==> config.mk <==
export PLATFORM = sky130hd
export DESIGN_NAME = button_debouncer
export DESIGN_NICKNAME = d
export VERILOG_FILES = /design/src/rtl/button_debouncer.sv
export SDC_FILE = /design/constraint.sdc
export NUM_CORES = 1
export LEC_CHECK = 0
export CORE_ASPECT_RATIO = 1.4
export CORE_MARGIN = 3
export CORE_UTILIZATION = 45
export DETAILED_ROUTE_END_ITERATION = 7
export DONT_BUFFER_PORTS = 1
export HOLD_SLACK_MARGIN = 0.06
export RECOVER_POWER = 50
export SLEW_MARGIN = 20
export SYNTH_ARGS = -nofsm -noshare
export SYNTH_HDL_FRONTEND = slang
export SYNTH_SLANG_ARGS = --single-unit
==> constraint.sdc <==
create_clock -name clk -period 1.96 [get_ports clk]
set_input_delay 0.294 -clock clk [delete_from_list [all_inputs] [get_ports clk]]
set_output_delay 0.294 -clock clk [all_outputs]
set_load 0.01 [all_outputs]
==> src/rtl/button_debouncer.sv <==
// Multi-bit push-button / switch debouncer.
// Each input bit is synchronised into the clk domain and then filtered by its
// own counter: the output bit only takes a new level after the synchronised
// input has disagreed with it for MAX_COUNT consecutive cycles.
module button_debouncer #(
  parameter int WIDTH       = 4,
  parameter int MAX_COUNT   = 100000,
  parameter int SYNC_STAGES = 2       // must be >= 2 for metastability protection
) (
  input  logic             clk,
  input  logic             reset,
  input  logic [WIDTH-1:0] dataSource,
  output logic [WIDTH-1:0] dataDebounced
);

  // A one-cycle window still needs a 1-bit counter so the vectors stay legal.
  localparam int              CNT_W    = (MAX_COUNT > 1) ? $clog2(MAX_COUNT) : 1;
  localparam logic [CNT_W-1:0] CNT_LAST = CNT_W'(MAX_COUNT - 1);

  logic [WIDTH-1:0] sync_q [SYNC_STAGES];
  logic [CNT_W-1:0] cnt_q  [WIDTH];
  logic [CNT_W-1:0] cnt_d  [WIDTH];
  logic [WIDTH-1:0] out_q;
  logic [WIDTH-1:0] out_d;
  logic [WIDTH-1:0] sync_s;

  assign sync_s = sync_q[SYNC_STAGES-1];

  // Synchroniser chain: raw pins shift through SYNC_STAGES flops per bit.
  always_ff @(posedge clk) begin
    // NOTE: state is updated with non-blocking assignments so every flop
    // samples the pre-edge value of its neighbour; blocking here would
    // collapse the chain into a single stage.
    if (reset) begin
      // NOTE: these are a handful of discrete flops, not a RAM, so clearing
      // them in a reset loop is cheap and keeps the post-reset state defined.
      for (int k = 0; k < SYNC_STAGES; k++) sync_q[k] <= '0;
    end else begin
      sync_q[0] <= dataSource;
      for (int k = 1; k < SYNC_STAGES; k++) sync_q[k] <= sync_q[k-1];
    end
  end

  // Per-bit filter: count cycles of disagreement, accept the level on the last one.
  always_comb begin
    // NOTE: every output of this block gets a default first; without it a bit
    // whose branch does not assign would hold its value and infer a latch.
    out_d = out_q;
    for (int i = 0; i < WIDTH; i++) begin
      cnt_d[i] = cnt_q[i];
      if (sync_s[i] == out_q[i]) begin
        cnt_d[i] = '0;                       // agreement (or a bounce back) restarts the window
      end else if (cnt_q[i] == CNT_LAST) begin
        out_d[i] = sync_s[i];                // window complete: take the new level
        cnt_d[i] = '0;
      end else begin
        cnt_d[i] = cnt_q[i] + CNT_W'(1);     // stops at CNT_LAST, so it never wraps
      end
    end
  end

  // Counter and output registers; reset overrides any count in progress.
  always_ff @(posedge clk) begin
    if (reset) begin
      out_q <= '0;
      for (int i = 0; i < WIDTH; i++) cnt_q[i] <= '0;
    end else begin
      out_q <= out_d;
      for (int i = 0; i < WIDTH; i++) cnt_q[i] <= cnt_d[i];
    end
  end

  assign dataDebounced = out_q;

endmodule

==> results.toml, run 1 <==
[placed_design]
gp_congestion = 0.797
dp_slack_ns = 0.122
portBuffers = 0
hpwl_um = 4670

[grt]
grt_max_degree = 18
grt_pass1_vias = 2535
antenna_found_initial = 0
grt_overflow = 0
track_usage = 0.169
grt_pass1_wl_um = 11500

[cts]
postCtsSetupBuffers = 0
cts_tree = "built"
clock_path_buffers = 2
cts_buffers = 9
root_buffer = "clkbuf_8"
cts_resized = 0
path_clk_slew_ns = 0.08
htreeDepth = 3
clock_latency_ns = 0.35
clock-sinks = 80

[timing]
slew_headroom = 0.642
period_share = 0.932
rsz0062_at_grt = "no"
worstMarginPinSlew_ns = 0.536
fin_crit_ns = 1.83
hold_violations = 0
fin_skew_ns = 0.00675
max_freq_mhz = 548
fin_ws_ns = 0.134
finalSetupViolCount = 0
maxSlewViolCount = 0

[logic_synthesis]
yosysSeqAreaShare = 0.460
syn_avg_cell_area_um2 = 8.88
synth_seq_cells = 80
yosysWarnings = 0
syn-num-nets = 402
synth_area_um2 = 3480
synth_cells = 392
yosysUniqueCellTypes = 35

[worst_setup_path]
path_cells = "ha_1, or4b_1, or4_4, o21ai_4, buf_12, nor2_1"
crit_fanout = 17
cp_slowest_cell = "or4_4"
end_kind = "register"
r2r-start = "cnt_q[2][0]$_SDFF_PP0_"
r2r_cells = 6
critPathMaxStageDelay_ns = 0.45
crit_type = "reg -> reg"
cp.required_ns = 2.21
r2r_slack_ns = 0.13
cp-start-kind = "register"
r2r-end = "cnt_q[2][14]$_SDFF_PP0_"
critPathArrivalTime_ns = 2.07

[worst_hold_path]
holdPathStages = 1
hold_end = "sync_q[0][0]$_SDFF_PP0_"
hp-class = "in -> reg"
worstHoldStart = "dataSource[0]"

[flow_run]
maxCapViolations = 0

[final_layout]
drive_gt1_frac = 0.0950
num_antenna_cells = 0
nets = 426
area_growth_pct = 13.8
nFillCells = 702

[floorplanning]
dieArea_um2 = 8840
initial_utilization = 0.467
die_h_um = 110
die_x_um = 80.3
num_rows = 37
pin_count = 10
coreArea_um2 = 7450

[pwr]
powerDensity_nw_per_um2 = 764
leakagePower_nw = 1.20
total_power_w = 0.00303
ir_drop_mv = 0.427

[detailed_routing]
dr.first_iter.drc_count = 113
routedWlPerCell_um = 12.8
viasPerCell = 5.25
ant_nets = 0
drc = 0
drt_wl_total_um = 6620
vias = 2717
first_pass_iters = 4

[outcome]
status = "completed"
[sequential cells by signal, indices dropped and copies added, names as in the netlist]
signal / cells
cnt_q: 68
dataDebounced: 4
sync_q: 8
[critical path, delay by kind of cell, from the launching register on]
kind / cells / cell delay [ns]
adder cells (fa/ha/maj): 1 / 0.15
buffers and inverters: 1 / 0.16
AO/OA/AOI/OAI: 1 / 0.16
AND/OR/NAND/NOR: 3 / 0.92
flip-flops: 1 / 0.33
[metal layers]
layer	share of wire	up-vias	GRT usage	wire (µm)
li1	-	1403	-	-
met1	0.45	1275	0.201	2980
met2	0.49	27	0.276	3270
met3	0.031	12	0.0577	202
met4	0.025	0	0.0761	163
met5	0	-	0	0
[area by class of cell]
class,instances,area (µm²),share of cell area
well taps,97,121,0.0306
clock inverters,5,80.1,0.0202
clock buffers,11,141,0.0357
inverters,15,56.3,0.0142
repair buffers,24,198,0.0499
flip-flops and latches,80,1600,0.405
multi-input cells,286,1760,0.445
[repair_timing]
action,in CTS,in global routing
setup endpoints to repair,0,0
hold buffers,4,0
endpoints found under the hold margin,12,0
[how the worst max path moves through the flow]
stage	from	end	slack, ns	depth (start not counted)
3_5_place_dp	cnt_q[2][0]$_SDFF_PP0_	cnt_q[2][16]$_SDFF_PP0_	0.12	6
2_1_floorplan	cnt_q[2][0]$_SDFF_PP0_	cnt_q[2][15]$_SDFF_PP0_	-0.04	7
5_1_grt	cnt_q[0][13]$_SDFF_PP0_	cnt_q[0][11]$_SDFF_PP0_	0.06	5
6_report	cnt_q[2][0]$_SDFF_PP0_	cnt_q[2][14]$_SDFF_PP0_	0.13	6
4_1_cts	cnt_q[2][0]$_SDFF_PP0_	cnt_q[2][14]$_SDFF_PP0_	0.12	6
3_3_place_gp	cnt_q[2][0]$_SDFF_PP0_	cnt_q[2][16]$_SDFF_PP0_	0.15	6
[cells in the final DEF (no fill, tap or decap), types with 2 or more instances in the layout]
cell / instances
dfxtp_1: 78
nor2_1: 74
xnor2_1: 41
nand3_1: 28
nand4_1: 24
xor2_1: 18
nor4_1: 17
buf_4: 17
inv_1: 15
nand2_1: 13
nor3_1: 10
clkbuf_8: 10
nor2b_1: 9
nand2b_1: 6
or4_1: 6
or3_1: 5
a21oi_1: 5
o21ai_0: 4
ha_1: 4
dlygate4sd3_1: 4
and4_1: 3
nor4bb_1: 3
mux2i_1: 3
nor4b_1: 2
o31ai_1: 2
bufinv_16: 2
clkinvlp_4: 2
dfxtp_2: 2
clkbuf_2: 2
[cells by family after synthesis]
kind of cell / Yosys count / synth area share
and+or+nand+nor: 207 / 0.310
DFF: 80 / 0.460
xor gates and xnor gates: 59 / 0.148
buffers and inverters: 26 / 0.0338
AOI/OAI and AO/OA: 13 / 0.0244
adders and majority gates: 4 / 0.0144
muxes: 3 / 0.00862
[Yosys cell counts]
| cell type | count | share of area |
|---|---|---|
| and4_1 | 3 | 0.0075 |
| mux2i_1 | 3 | 0.0086 |
| o41ai_1 | 1 | 0.0025 |
| clkbuf_1 | 7 | 0.0075 |
| nor4bb_1 | 3 | 0.0086 |
| nand2_1 | 13 | 0.014 |
| nor3_1 | 10 | 0.014 |
| nand4_1 | 24 | 0.043 |
| buf_2 | 1 | 0.0014 |
| buf_4 | 1 | 0.0022 |
| nor4b_1 | 2 | 0.0050 |
| or4_1 | 6 | 0.013 |
| dfxtp_1 | 80 | 0.46 |
| o21ai_0 | 4 | 0.0057 |
| ha_1 | 4 | 0.014 |
| o21ai_4 | 1 | 0.0047 |
| nor2b_1 | 9 | 0.016 |
| inv_1 | 15 | 0.016 |
| nand3_1 | 28 | 0.040 |
| xor2_1 | 18 | 0.045 |
| a21oi_1 | 5 | 0.0072 |
| nor2_1 | 74 | 0.080 |
| or4_4 | 1 | 0.0032 |
| nand4b_1 | 1 | 0.0025 |
| xnor2_1 | 41 | 0.10 |
| nor4_1 | 17 | 0.031 |
| and4b_1 | 1 | 0.0029 |
| o31ai_1 | 2 | 0.0043 |
| or3_1 | 5 | 0.0090 |
| nand2b_1 | 6 | 0.011 |
| or2_2 | 1 | 0.0018 |
| nand4bb_1 | 1 | 0.0032 |
| and3_1 | 1 | 0.0018 |
| or4b_1 | 1 | 0.0029 |
| buf_6 | 2 | 0.0065 |
[through the flow]
| step | utilization | std cells | setup TNS, ns | hold WS, ns | instance area [µm²] |
|---|---|---|---|---|---|
| after floorplan | - | 392 | -0.412 | 0.366 | 3490 |
| after global routing | 0.532 | 518 | 0 | 0.0924 | 3960 |
| after global placement | 0.497 | 498 | 0 | 0.370 | 3710 |
| after detailed placement | 0.497 | 498 | 0 | 0.372 | 3710 |
| final | 0.532 | 518 | 0 | 0.104 | 3960 |
| after CTS | 0.532 | 518 | 0 | 0.0856 | 3970 |
[report_power, final]
group,switching [W],internal [W]
sequential,0.00000546,0.00163
clock,0.000596,0.000750
combinational,0.0000225,0.0000204
No activity file was read; power rests on OpenSTA's default activity.
==> run 2: changes to the inputs <==
==> constraint.sdc (replaced) <==
create_clock -name clk -period 2.14 [get_ports clk]
set_input_delay 0.321 -clock clk [delete_from_list [all_inputs] [get_ports clk]]
set_output_delay 0.321 -clock clk [all_outputs]
set_load 0.01 [all_outputs]
==> run 2 against run 1 <==
Flip-flop and latch count unchanged. Combinational power fell by 18%. Routed wire length is 4.6% lower. Critical path depth is the same. Worst setup slack better by 0.11 ns. Sequential power fell by 9%. Final area fell by 3.1%. Final cell count shrank 2.7%. Utilization shrank 1.7 points. Clock skew up 0.0092 ns. Critical path type unchanged.
==> results.toml, run 2 (same netlist as run 1, synthesis figures left out) <==
[outcome]
status = "completed"

[timing]
fin_skew_ns = 0.0159
hold_violations = 0
period_share = 0.888
rsz0062_at_grt = "no"
fin_crit_ns = 1.90
slew_headroom = 0.668
max_freq_mhz = 527
finalSetupViolCount = 0
worstMarginPinSlew_ns = 0.497
maxSlewViolCount = 0
setup_tns_ns = 0

[pwr]
powerDensity_nw_per_um2 = 686
total_power_w = 0.00263
ir_drop_mv = 0.423
leakagePower_nw = 1.13

[worst_setup_path]
end_kind = "register"
cp.required_ns = 2.37
crit_type = "reg -> reg"
startpoint = "cnt_q[2][0]$_SDFF_PP0_"
path_cells = "ha_1, or4b_1, or4_4, o21ai_4, buf_12, nor2_1"
r2r-start = "cnt_q[2][0]$_SDFF_PP0_"
critPathMaxStageDelay_ns = 0.46
critPathArrivalTime_ns = 2.13
critPathBufInv = 1
crit_fanout = 17
cp_top_family = "simple AND/OR/NAND/NOR gates"
cp-start-kind = "register"
cp_slowest_cell = "or4_4"
r2r_slack_ns = 0.24

[cts]
root_buffer = "clkbuf_8"
clock_latency_ns = 0.35
path_clk_slew_ns = 0.09
clock-sinks = 80
htreeDepth = 3
cts_buffers = 9
cts_tree = "built"
clock_path_buffers = 2
cts_resized = 0

[detailed_routing]
ant_nets = 0
drt_wl_total_um = 6310
dr.first_iter.drc_count = 66
vias = 2633
first_pass_iters = 4
routedWlPerCell_um = 12.5
drc = 0
viasPerCell = 5.22

[floorplanning]
dieArea_um2 = 8840
pin_count = 10
die_h_um = 110
num_rows = 37
initial_utilization = 0.467
die_x_um = 80.3
coreArea_um2 = 7450

[final_layout]
layout_common_cells = "80 x dfxtp_1, 74 x nor2_1, 41 x xnor2_1, 28 x nand3_1, 24 x nand4_1"
nets = 413
drive_gt1_frac = 0.0663
regArea_um2 = 1600
nFillCells = 707
multi_input_area_um2 = 1760
final_common_cell = "dfxtp_1"
largest-register = "cnt_q"
num_antenna_cells = 0
largest_reg_flops = 68
post-route-util = 0.515
area_growth_pct = 10.3

[grt]
grt_pass1_vias = 2509
antenna_found_initial = 0
grt_max_degree = 18
grt_pass1_wl_um = 11200
grt_overflow = 0
track_usage = 0.158

[worst_hold_path]
worstHoldStart = "reset"
hp-class = "in -> reg"

[placed_design]
gp_congestion = 0.819
hpwl_um = 4390
portBuffers = 0

[flow_run]
maxCapViolations = 0
run 2: cell types whose count changed in the layout (fill, tap and decap cells not counted):
cell and delta:
buf_12 +1, buf_4 -11, bufinv_16 -1, clkbuf_2 -1, clkinv_2 +1, clkinvlp_4 -1, dfxtp_1 +2, dfxtp_2 -2
dlygate4sd3_1 -3, inv_6 +1
run 2: worst register-to-register path, delay by kind of cell, from the launching register on:
| family | cells | cell delay (ns) |
|---|---|---|
| AND/OR/NAND/NOR | 3 | 0.94 |
| AO/OA/AOI/OAI | 1 | 0.18 |
| adder cells (fa/ha/maj) | 1 | 0.16 |
| buffers and inverters | 1 | 0.16 |
| flip-flops | 1 | 0.35 |
run 2: worst paths after layout:
path	cells after the start	end
worst min register to register	1	sync_q[0][7]$_SDFF_PP0_
worst max-delay path	6	cnt_q[2][7]$_SDFF_PP0_
worst max register to register	6	cnt_q[2][7]$_SDFF_PP0_
worst min-delay path	1	dataDebounced[2]$_SDFFE_PP0P_
run 2: stage by stage:
step                hold slack [ns]  setup WS [ns]  instances  area (µm²)
floorplan                     0.393         0.0623        392        3480
global placement              0.398          0.287        488        3640
detailed placement            0.398          0.263        488        3640
CTS                          0.0606          0.235        504        3850
global route                 0.0702          0.145        504        3840
finish                       0.0722          0.241        504        3840
run 2: timing repair:
item                                   in CTS  in global routing
setup buffers                               0                  0
endpoints found under the hold margin      11                  0
hold buffers                                1                  0
run 2: metal layers:
layer / routed length (µm) / share of wire / global-route usage / up-vias
li1: - / - / - / 1384
met1: 2880 / 0.46 / 0.196 / 1208
met2: 3080 / 0.49 / 0.264 / 26
met3: 179 / 0.028 / 0.0293 / 15
met4: 173 / 0.027 / 0.0737 / 0
met5: 0 / 0 / 0 / -
run 2: layout make-up:
cell class                      instances  share of cell area
Sequential cell                        80               0.417
Multi-Input combinational cell        286               0.459
Inverter                               15              0.0147
Timing Repair Buffer                   11              0.0270
Clock inverter                          5              0.0147
Tap cell                               97              0.0316
Clock buffer                           10              0.0358
run 2: power by group:
group / leakage (nW) / switching (W) / internal (W)
clock: 0.0985 / 0.000533 / 0.000565
combinational: 0.388 / 0.0000197 / 0.0000154
sequential: 0.646 / 0.00000511 / 0.00150
total: 1.13 / 0.000558 / 0.00208
